## config.mk

```make
export PLATFORM = sky130hd
export DESIGN_NAME = queue_cntrl_mc
export DESIGN_NICKNAME = d
export VERILOG_FILES = /design/src/rtl/queue_cntrl_mc_pkg.sv /design/src/rtl/queue_cntrl_ch.sv /design/src/rtl/queue_cntrl_mc.sv
export SDC_FILE = /design/constraint.sdc
export NUM_CORES = 1
export LEC_CHECK = 0
export CORE_MARGIN = 2
export CORE_UTILIZATION = 50
export DETAILED_ROUTE_END_ITERATION = 6
export PLACE_DENSITY = 0.66
export SLEW_MARGIN = 30
export SYNTH_ARGS = -nofsm -noshare
export SYNTH_HDL_FRONTEND = slang
export SYNTH_SLANG_ARGS = --single-unit
```

## constraint.sdc

```tcl
create_clock -name clk -period 7.5 [get_ports clk]
set_input_delay 1.5 -clock clk [delete_from_list [all_inputs] [get_ports clk]]
set_output_delay 1.5 -clock clk [all_outputs]
set_load 0.01 [all_outputs]
```

## src/rtl/queue_cntrl_mc_pkg.sv

```systemverilog
// Shared types and helpers for the multi-channel queue controller.
// Width helpers, per-channel state struct, and wrap-around pointer increment.
package q_queue_pkg;

   // Storage width for per-channel state fields; upper bits stay zero.
   localparam int ST_W = 16;

   function automatic int ch_w(input int c);
      return (c > 1) ? $clog2(c) : 1;
   endfunction

   function automatic int ptr_w(input int n);
      return (n > 1) ? $clog2(n) : 1;
   endfunction

   function automatic int cnt_w(input int n);
      return $clog2(n + 1);
   endfunction

   function automatic int addr_w(input int c, input int n);
      return (c * n > 1) ? $clog2(c * n) : 1;
   endfunction

   typedef struct packed {
      logic [ST_W-1:0] wr_ptr;
      logic [ST_W-1:0] rd_ptr;
      logic [ST_W-1:0] cnt;
   } ch_state_t;

   // Wraps at n-1, not at a power-of-two boundary.
   function automatic logic [ST_W-1:0] ptr_inc(
      input logic [ST_W-1:0] ptr,
      input int              n
   );
      return (ptr == ST_W'(n - 1)) ? '0 : ptr + ST_W'(1);
   endfunction

endpackage

```

## src/rtl/queue_cntrl_ch.sv

```systemverilog
// One logical queue: pointers, occupancy, registered status, optional error flags.
// In: i_push/i_pop/i_flush already decoded for this channel.
// Out: accept strobes, pointers, count, full/empty/afull.
// Error flags o_err_ovf/o_err_udf exist only with QUEUE_CNTRL_MC_ERR_EN.
module queue_cntrl_ch
   import q_queue_pkg::*;
#(
   parameter  int N            = 6,
   parameter  int AFULL_THRESH = N - 1,
   localparam int PTR_W        = ptr_w(N),
   localparam int CNT_W        = cnt_w(N)
) (
   input  logic             clk,
   input  logic             arst,
   input  logic             i_push,
   input  logic             i_pop,
   input  logic             i_flush,
   output logic             o_wr_ok,
   output logic             o_rd_ok,
   output logic [PTR_W-1:0] o_wr_ptr,
   output logic [PTR_W-1:0] o_rd_ptr,
   output logic [CNT_W-1:0] o_cnt,
`ifdef QUEUE_CNTRL_MC_ERR_EN
   output logic             o_err_ovf,
   output logic             o_err_udf,
`endif
   output logic             o_full,
   output logic             o_empty,
   output logic             o_afull
);

   ch_state_t st_q, st_d;
   logic      full_q, empty_q, afull_q;
   logic      wr_ok, rd_ok;

   // Acceptance uses registered status: no full-bypass on pop,
   // no empty-bypass on push.
   assign wr_ok = i_push & ~full_q & ~i_flush;
   assign rd_ok = i_pop & ~empty_q & ~i_flush;

   always_comb begin
      st_d = st_q;
      if (i_flush) begin
         st_d = '0;
      end else begin
         if (wr_ok) st_d.wr_ptr = ptr_inc(st_q.wr_ptr, N);
         if (rd_ok) st_d.rd_ptr = ptr_inc(st_q.rd_ptr, N);
         if (wr_ok && !rd_ok)
            st_d.cnt = st_q.cnt + ST_W'(1);
         else if (rd_ok && !wr_ok)
            st_d.cnt = st_q.cnt - ST_W'(1);
      end
   end

   always_ff @(posedge clk or posedge arst) begin
      if (arst) begin
         st_q    <= '0;
         full_q  <= 1'b0;
         empty_q <= 1'b1;
         afull_q <= 1'b0;
      end else begin
         st_q    <= st_d;
         full_q  <= (st_d.cnt == ST_W'(N));
         empty_q <= (st_d.cnt == '0);
         afull_q <= (st_d.cnt >= ST_W'(AFULL_THRESH));
      end
   end

`ifdef QUEUE_CNTRL_MC_ERR_EN
   logic ovf_q, udf_q;

   always_ff @(posedge clk or posedge arst) begin
      if (arst) begin
         ovf_q <= 1'b0;
         udf_q <= 1'b0;
      end else if (i_flush) begin
         ovf_q <= 1'b0;
         udf_q <= 1'b0;
      end else begin
         ovf_q <= ovf_q | (i_push & full_q);
         udf_q <= udf_q | (i_pop & empty_q);
      end
   end

   assign o_err_ovf = ovf_q;
   assign o_err_udf = udf_q;
`endif

   assign o_wr_ok  = wr_ok;
   assign o_rd_ok  = rd_ok;
   assign o_wr_ptr = st_q.wr_ptr[PTR_W-1:0];
   assign o_rd_ptr = st_q.rd_ptr[PTR_W-1:0];
   assign o_cnt    = st_q.cnt[CNT_W-1:0];
   assign o_full   = full_q;
   assign o_empty  = empty_q;
   assign o_afull  = afull_q;

endmodule

```

## src/rtl/queue_cntrl_mc.sv

```systemverilog
// C logical FIFOs of depth N sharing one C*N-entry RAM; emits RAM enables/addresses.
// In: push/pop/flush requests with channel; Out: wr/rd enable+address, per-ch status.
// QUEUE_CNTRL_MC_ERR_EN adds sticky o_err_ovf/o_err_udf per channel.
module queue_cntrl_mc
   import q_queue_pkg::*;
#(
   parameter  int C            = 4,
   parameter  int N            = 6,
   parameter  int AFULL_THRESH = N - 1,
   localparam int CH_W         = ch_w(C),
   localparam int PTR_W        = ptr_w(N),
   localparam int CNT_W        = cnt_w(N),
   localparam int ADDR_W       = addr_w(C, N)
) (
   input  logic               clk,
   input  logic               arst,
   input  logic               i_push,
   input  logic [CH_W-1:0]    i_push_ch,
   input  logic               i_pop,
   input  logic [CH_W-1:0]    i_pop_ch,
   input  logic               i_flush,
   input  logic [CH_W-1:0]    i_flush_ch,
   output logic               o_wr_en,
   output logic [ADDR_W-1:0]  o_wr_addr,
   output logic               o_rd_en,
   output logic [ADDR_W-1:0]  o_rd_addr,
   output logic [C-1:0]       o_full,
   output logic [C-1:0]       o_empty,
   output logic [C-1:0]       o_afull,
`ifdef QUEUE_CNTRL_MC_ERR_EN
   output logic [C-1:0]       o_err_ovf,
   output logic [C-1:0]       o_err_udf,
`endif
   output logic [C*CNT_W-1:0] o_cnt
);

   logic [C-1:0]     wr_ok, rd_ok;
   logic [PTR_W-1:0] wr_ptr [C];
   logic [PTR_W-1:0] rd_ptr [C];
   logic [PTR_W-1:0] wsel, rsel;

   for (genvar g = 0; g < C; g++) begin : g_ch
      logic [CNT_W-1:0] cnt;

      queue_cntrl_ch #(
         .N            (N),
         .AFULL_THRESH (AFULL_THRESH)
      ) u_ch (
         .clk       (clk),
         .arst      (arst),
         .i_push    (i_push  & (i_push_ch  == CH_W'(g))),
         .i_pop     (i_pop   & (i_pop_ch   == CH_W'(g))),
         .i_flush   (i_flush & (i_flush_ch == CH_W'(g))),
         .o_wr_ok   (wr_ok[g]),
         .o_rd_ok   (rd_ok[g]),
         .o_wr_ptr  (wr_ptr[g]),
         .o_rd_ptr  (rd_ptr[g]),
         .o_cnt     (cnt),
`ifdef QUEUE_CNTRL_MC_ERR_EN
         .o_err_ovf (o_err_ovf[g]),
         .o_err_udf (o_err_udf[g]),
`endif
         .o_full    (o_full[g]),
         .o_empty   (o_empty[g]),
         .o_afull   (o_afull[g])
      );

      assign o_cnt[g*CNT_W +: CNT_W] = cnt;
   end

   // Loop mux tolerates channel codes >= C when C is not a power of two.
   always_comb begin
      wsel = '0;
      rsel = '0;
      for (int c = 0; c < C; c++) begin
         if (i_push_ch == CH_W'(c)) wsel = wr_ptr[c];
         if (i_pop_ch  == CH_W'(c)) rsel = rd_ptr[c];
      end
   end

   assign o_wr_en   = |wr_ok;
   assign o_rd_en   = |rd_ok;
   assign o_wr_addr = ADDR_W'(i_push_ch) * ADDR_W'(N) + ADDR_W'(wsel);
   assign o_rd_addr = ADDR_W'(i_pop_ch)  * ADDR_W'(N) + ADDR_W'(rsel);

endmodule
```

Word level (Yosys, flattened, before mapping)
Cells that the tools add are included.
{"block": "word_totals", "reg_bits": 204, "in_bits": 11, "out_inout_bits": 36, "wordCells": 178}
{"block": "op_classes", "n_addsub": 18, "mul": 2, "n_lt_le_gt_ge": 4, "eq_ne": 21, "mux": 36, "n_bitwise": 40, "reduce_logical": 33}
{"op": "16-bit 2-to-1 mux", "count": 24}
{"op": "16-bit by 1-bit adder with 16-bit output (second input constant)", "count": 12}
{"op": "16-bit by 3-bit == test with 1-bit output (second input constant)", "count": 12}
{"op": "48-bit 2-to-1 mux", "count": 4}
{"op": "16-bit by 3-bit >= comparator with 1-bit output (second input constant)", "count": 4}
{"op": "16-bit logical NOT", "count": 4}
{"op": "16-bit by 1-bit subtractor with 16-bit output (second input constant)", "count": 4}
{"op": "1-bit AND", "count": 28}
{"op": "3-bit 2-to-1 mux", "count": 8}
{"op": "2-bit nonzero test", "count": 8}
{"op": "2-bit == test (second input constant)", "count": 6}
{"op": "1-bit inverter", "count": 12}
{"op": "5-bit by 3-bit adder with 5-bit output", "count": 2}
{"op": "1-bit logical AND", "count": 8}
{"op": "1-bit logical NOT", "count": 8}
{"op": "2-bit by 2-bit multiplier with 4-bit output (second input constant)", "count": 2}
{"op": "4-bit OR reduction", "count": 2}
{"op": "2-bit by 1-bit == test with 1-bit output (second input constant)", "count": 3}
{"op": "2-bit logical NOT", "count": 3}

Logic depth before layout (Yosys ltp)
{"block": "logic_depth", "depth_word": 10, "mapped_depth": 12, "ltp_nobuf": 12}

By module
A second synthesis with hierarchy kept.
{"block": "unflattened", "hier_cells": 1545, "area_unflattened_um2": 13630.6}
{"mod": "queue_cntrl_ch (g_ch[2].u_ch ...)", "instances": 2, "cells_each": 365, "area_per_inst_um2": 3243.1}
{"mod": "queue_cntrl_ch (g_ch[0].u_ch)", "instances": 1, "cells_each": 364, "area_per_inst_um2": 3226.8}
{"mod": "queue_cntrl_ch (g_ch[1].u_ch)", "instances": 1, "cells_each": 362, "area_per_inst_um2": 3179.3}
{"mod": "queue_cntrl_mc", "instances": 1, "cells_each": 89, "area_per_inst_um2": 738.2}

Least setup slack after synthesis
OpenSTA, ideal clock, no wires.
{"block": "synth_timing", "path_type": "input port to output port", "from": "input port i_pop_ch[1]", "to": "output port o_rd_addr[4]", "arrival_time_ps": 3059, "required_time_ps": 6000, "setup_slack_ps": 2941, "cell_stages": 12, "path_buffers": 1, "path_cell_list": "inv_1 -> ha_1 -> buf_2 -> nor2_1 -> a21oi_1 -> nor2_1 -> a21oi_1 -> o21ai_0 -> ha_1 -> a21o_1 -> nand2_1 -> xnor2_1"}
{"block": "synth_via", "elab_chain_cells": 6, "elab_cells_between_ends": 10, "classes_between": "add/sub (1); mul (1); eq/ne (3); mux (4); reduce/logical (1)"}
{"item": "start, declared", "line_no": "queue_cntrl_mc.sv:20", "text": "input logic [CH_W-1:0] i_pop_ch,"}
{"item": "parallel branches: the longest is 5 deep, another holds 2-bit by 2-bit multiplier with 4-bit output"}
{"item": "5-bit by 3-bit adder with 5-bit output (*)", "line_no": "queue_cntrl_mc.sv:84", "text": "assign o_rd_addr = ADDR_W'(i_pop_ch) * ADDR_W'(N) + ADDR_W'(rsel);"}
{"item": "end, declared", "line_no": "queue_cntrl_mc.sv:26", "text": "output logic [ADDR_W-1:0] o_rd_addr,"}
Every way passes the cells marked *.

Worst setup path after layout
Same ends and word-level chain as after synthesis.

==> summary by stage <==
Worst setup path
The largest driver fanout on the critical path is 8. The critical path in this run is classified as input pin to output pin. The setup check on the worst reg-to-reg path leaves a slack of around 4200 ps. STA classifies the critical path endpoint as an output pin. For the worst setup path, the data arrival time is 4250 ps. The required time at the worst-slack endpoint is around 6000 ps. The launching element type of the critical path is an input pin.

Power
The share of total power dissipated in combinational logic is 33.0%. The standby leakage power is ~6 nW. The internal power of the cells totals 2.565 mW. The proportion of total power due to net switching is about 37%. The part of the total power dissipated in sequential elements is roughly two fifths. The final total power is approximately 4.1 mW. IR analysis of the VDD net gives a maximum drop of 0.0001871 V. The areal power density over the cells is roughly 290 nW/um2. The clock network is responsible for between 20% and 30% of the overall power. Summed over all nets, the switching power comes to between 1 and 1.5 mW.

Detailed routing
The length of the first detailed-routing pass in iterations is 5. The routed length per instance is ~17 um. The via count is about 11000.

For this run, design rule violations remaining after detail routing come to 0. The count of nets left with antenna violations once routing finished came out at 0. The routed wire length is around 30000 um. The average vias per placed instance is roughly 6. For this block, the initial DRC count from the detailed router was 916.

Final layout
The core occupancy in the finished layout is between 50% and 60%. The area growth from synthesis to layout is 9.543%. In the layout the commonest cells are sky130_fd_sc_hd__dfrtp_1 (200), sky130_fd_sc_hd__o21ai_0 (171), sky130_fd_sc_hd__nor2_1 (145).

The number of fillers in the final layout is 2256. The library cell used most frequently in the layout, excluding fill and tap cells, is sky130_fd_sc_hd__dfrtp_1. In the final layout, the multi-input gates occupy 6954 um2. The final net count is approximately 1500. The area of all sequential standard cells is between 5000 and 6000 um2. 0 antenna diodes ended up in the layout. The fraction of final layout cells with drive strength greater than 1 is between 4 and 5%.

Logic synthesis
Counting flops and latches in the post-synthesis netlist gives just over 200. The combinational family with the most area after synthesis is simple AND/OR/NAND/NOR gates. After synthesis, the mean cell area works out to between 8 and 9 um2. The fraction of the mapped netlist area in simple logic gates is between 20% and 30%. Counting flops with a built-in enable in the synthesized netlist gives 0. The arithmetic-cell share of the synthesized area counting full adders, half adders and majority gates is ~3.9%. In the synthesized netlist, mux cells make up less than 1% of the area. The number of standard cells after synthesis is about 1500. The synthesized cell area is approximately 13000 um2. The count of warnings emitted by yosys is 0.

The synthesized netlist devotes about 18% of its cell area to compound gates. The proportion of register bits with asynchronous set or reset after synthesis is 100.0%. Among all flip-flop cells after synthesis, the most frequent one is sky130_fd_sc_hd__dfrtp_1.

The synthesized netlist devotes approximately 4.9% of its cell area to XOR and XNOR gates. When the netlist entered floorplanning its net count stood at between 1500 and 2000. For this run, the register share of the synthesized area comes to approximately 40%. The distinct cell type count after synthesis is 70.

Timing
The final period utilization is approximately 77%. The highest achievable clock rate is approximately 170 MHz. The clock period minus worst slack is around 5800 ps. The number of hold violations in the final report came to 0. For the final routed database, the setup TNS stands at 0 ps.

The final setup skew is 8.487 ps. At the pin with the least slew margin, the transition time is between 900 and 1000 ps. Measured against its own limit, the worst slew margin works out to 39.11%. Setup repair after global routing left no endpoint under its margin.

The max-slew violation count is 0. The number of setup violations in the final report is 0.

Floorplan
Once the floorplan was initialized, standard cells occupied slightly above 50% of the core. The die is ~160 um tall. The region available for standard cell placement spans approximately 25000 um2. The initialized floorplan defines 58 standard-cell rows. The floorplan step defined a die boundary enclosing roughly 27000 um2. between 40 and 50 I/O pins were placed. The width of the chip is roughly 160 um.

GRT
The total overflow reported by the global router is 0. In the global route stage, overall resource usage came out at approximately 23%. The number of global-route vias before repair came to between 10000 and 15000.

The initial antenna violation count is 0. The pin count of the biggest net entering global routing is 152. The wire length of the first global-routing pass is roughly 50000 um.

Clock network
The clock-pin slew reported for the worst setup and hold paths after clock tree synthesis is 50 ps. In this run the number of H-tree levels came out at 1. The post-CTS setup buffer count is 0. The number of gates resized after CTS was 0.

The total number of clock tree sinks is roughly 200. The root buffer cell chosen for the clock tree is sky130_fd_sc_hd__clkbuf_16. The number of hold buffers added after CTS was 0.

The maximum buffer depth of the clock tree is 3. The number of buffers created by CTS is 24. The clock insertion delay at the later pin of the skew report is between 500 and 600 ps.

TritonCTS built the clock tree.

Run
The number of max-cap violations is 0.

Outcome
The flow ran to the end, and the final reports show no timing, DRC or antenna violations.

Min path
The worst hold path class is flop to flop.

Placed design
Routability-driven placement finished with a final weighted congestion of 0.8979. During placement, the flow inserted port buffers numbering 46. The HPWL after detailed placement is ~21000 um.
-- power by group through the flow --
stage	registers, mW	clock network [mW]	logic, mW
after global placement	1.63	0	1.31
after floorplan	1.50	0	1.11
after detailed placement	1.62	0	1.33
after global routing	1.65	1.17	1.50
after CTS	1.61	1.13	1.34
final	1.61	1.11	1.34
-- flip-flops by register name (all words and copies together), names as in the netlist --
| name | count |
|---|---|
| g_ch.u_ch.o_empty | 4 |
| g_ch.u_ch.st_q | 156 |
| g_ch.u_ch.o_wr_ptr | 12 |
| g_ch.u_ch.o_full | 4 |
| g_ch.u_ch.o_rd_ptr | 12 |
| g_ch.u_ch.o_cnt | 12 |
| g_ch.u_ch.o_afull | 4 |
-- final timing paths --
kind,from,end,cells after the start
setup / recovery,i_pop_ch[1],o_rd_addr[4],13
hold / removal,g_ch[1].u_ch.st_q[47],g_ch[1].u_ch.st_q[47],1
setup reg to reg,g_ch[1].u_ch.o_empty,g_ch[1].u_ch.o_empty,8
hold reg to reg,g_ch[1].u_ch.st_q[47],g_ch[1].u_ch.st_q[47],1
max in group asynchronous,arst,g_ch[1].u_ch.st_q[43],3
min in group asynchronous,arst,g_ch[0].u_ch.st_q[27],2
-- logic make-up (layout without fill, tap and decap cells) --
family,after synthesis,in the layout
AND/OR/NAND/NOR,665,665
AO/OA/AOI/OAI,367,367
flip-flops,204,204
buffers and inverters,121,123
XOR/XNOR,70,70
adder cells (fa/ha/maj),38,38
multiplexers,5,5
-- synth_stat cells, types with 4 or more instances --
| cell | instances | area share, % |
|---|---|---|
| sky130_fd_sc_hd__a22oi_1 | 7 | 0.42 |
| sky130_fd_sc_hd__a22o_1 | 18 | 1.2 |
| sky130_fd_sc_hd__nand2_1 | 132 | 3.9 |
| sky130_fd_sc_hd__nand4_1 | 32 | 1.6 |
| sky130_fd_sc_hd__xnor2_1 | 31 | 2.1 |
| sky130_fd_sc_hd__buf_2 | 14 | 0.55 |
| sky130_fd_sc_hd__dfrtp_1 | 200 | 40 |
| sky130_fd_sc_hd__and4_1 | 9 | 0.62 |
| sky130_fd_sc_hd__inv_1 | 30 | 0.89 |
| sky130_fd_sc_hd__a31oi_1 | 24 | 1.2 |
| sky130_fd_sc_hd__ha_1 | 36 | 3.6 |
| sky130_fd_sc_hd__xor2_1 | 39 | 2.7 |
| sky130_fd_sc_hd__o21ai_0 | 171 | 6.8 |
| sky130_fd_sc_hd__and3_1 | 75 | 3.7 |
| sky130_fd_sc_hd__a32oi_1 | 15 | 1.0 |
| sky130_fd_sc_hd__o22ai_1 | 18 | 0.89 |
| sky130_fd_sc_hd__buf_4 | 24 | 1.4 |
| sky130_fd_sc_hd__dfstp_2 | 4 | 0.83 |
| sky130_fd_sc_hd__and3b_1 | 11 | 0.76 |
| sky130_fd_sc_hd__nor4_1 | 29 | 1.4 |
| sky130_fd_sc_hd__nand2b_1 | 26 | 1.3 |
| sky130_fd_sc_hd__clkbuf_1 | 49 | 1.5 |
| sky130_fd_sc_hd__a211oi_1 | 7 | 0.42 |
| sky130_fd_sc_hd__nor4b_1 | 17 | 1.2 |
| sky130_fd_sc_hd__or2_2 | 5 | 0.25 |
| sky130_fd_sc_hd__a21oi_1 | 36 | 1.4 |
| sky130_fd_sc_hd__o31ai_1 | 23 | 1.4 |
| sky130_fd_sc_hd__or3_1 | 10 | 0.50 |
| sky130_fd_sc_hd__o32ai_1 | 5 | 0.35 |
| sky130_fd_sc_hd__o41ai_1 | 11 | 0.76 |
| sky130_fd_sc_hd__nand3_1 | 77 | 3.0 |
| sky130_fd_sc_hd__and2_1 | 14 | 0.69 |
| sky130_fd_sc_hd__nand3b_1 | 11 | 0.65 |
| sky130_fd_sc_hd__a21o_1 | 8 | 0.48 |
| sky130_fd_sc_hd__o21ai_1 | 4 | 0.16 |
| sky130_fd_sc_hd__nor2_1 | 146 | 4.3 |
| sky130_fd_sc_hd__nor3_1 | 42 | 1.7 |
| sky130_fd_sc_hd__or4_1 | 9 | 0.53 |
-- critical path, cell delays in order --
cell and delay, ps:
sky130_fd_sc_hd__clkdlybuf4s50_1 510, sky130_fd_sc_hd__inv_1 70, sky130_fd_sc_hd__ha_1 280, sky130_fd_sc_hd__nor2_1 140, sky130_fd_sc_hd__a21oi_1 50, sky130_fd_sc_hd__nor2_1 110, sky130_fd_sc_hd__a21oi_1 50, sky130_fd_sc_hd__o21ai_0 340
sky130_fd_sc_hd__ha_1 300, sky130_fd_sc_hd__a21o_1 180, sky130_fd_sc_hd__nand2_1 70, sky130_fd_sc_hd__xnor2_1 110, sky130_fd_sc_hd__clkdlybuf4s50_1 550
-- metrics by stage --
| step | cells | setup WS [ps] | hold WS [ps] | instance area (um2) |
|---|---|---|---|---|
| after floorplan | 1470 | 439.2 | 445.7 | 12640 |
| after global placement | 1760 | 1782 | 471.6 | 13090 |
| after detailed placement | 1760 | 1737 | 471.7 | 13100 |
| after CTS | 1802 | 1728 | 479.0 | 13840 |
| after global routing | 1802 | 1491 | 512.3 | 13840 |
| final | 1802 | 1748 | 484.0 | 13840 |
-- layout make-up --
type,instances,area share (%)
Multi-Input combinational cell,1145,50.23
Inverter,30,0.9038
Timing Repair Buffer,51,3.597
Tap cell,330,2.982
Sequential cell,204,36.91
Clock inverter,4,0.1446
Clock buffer,38,5.233
-- routing by layer --
| layer | global-route usage (%) | vias up | share of wire [%] |
|---|---|---|---|
| met3 | 2.674 | 58 | 5.3 |
| met2 | 35.17 | 299 | 45 |
| met5 | 0 | - | 0 |
| li1 | - | 5375 | - |
| met1 | 33.39 | 5274 | 47 |
| met4 | 7.482 | 0 | 3.0 |
Note: power is estimated with default switching activity, not from simulation.
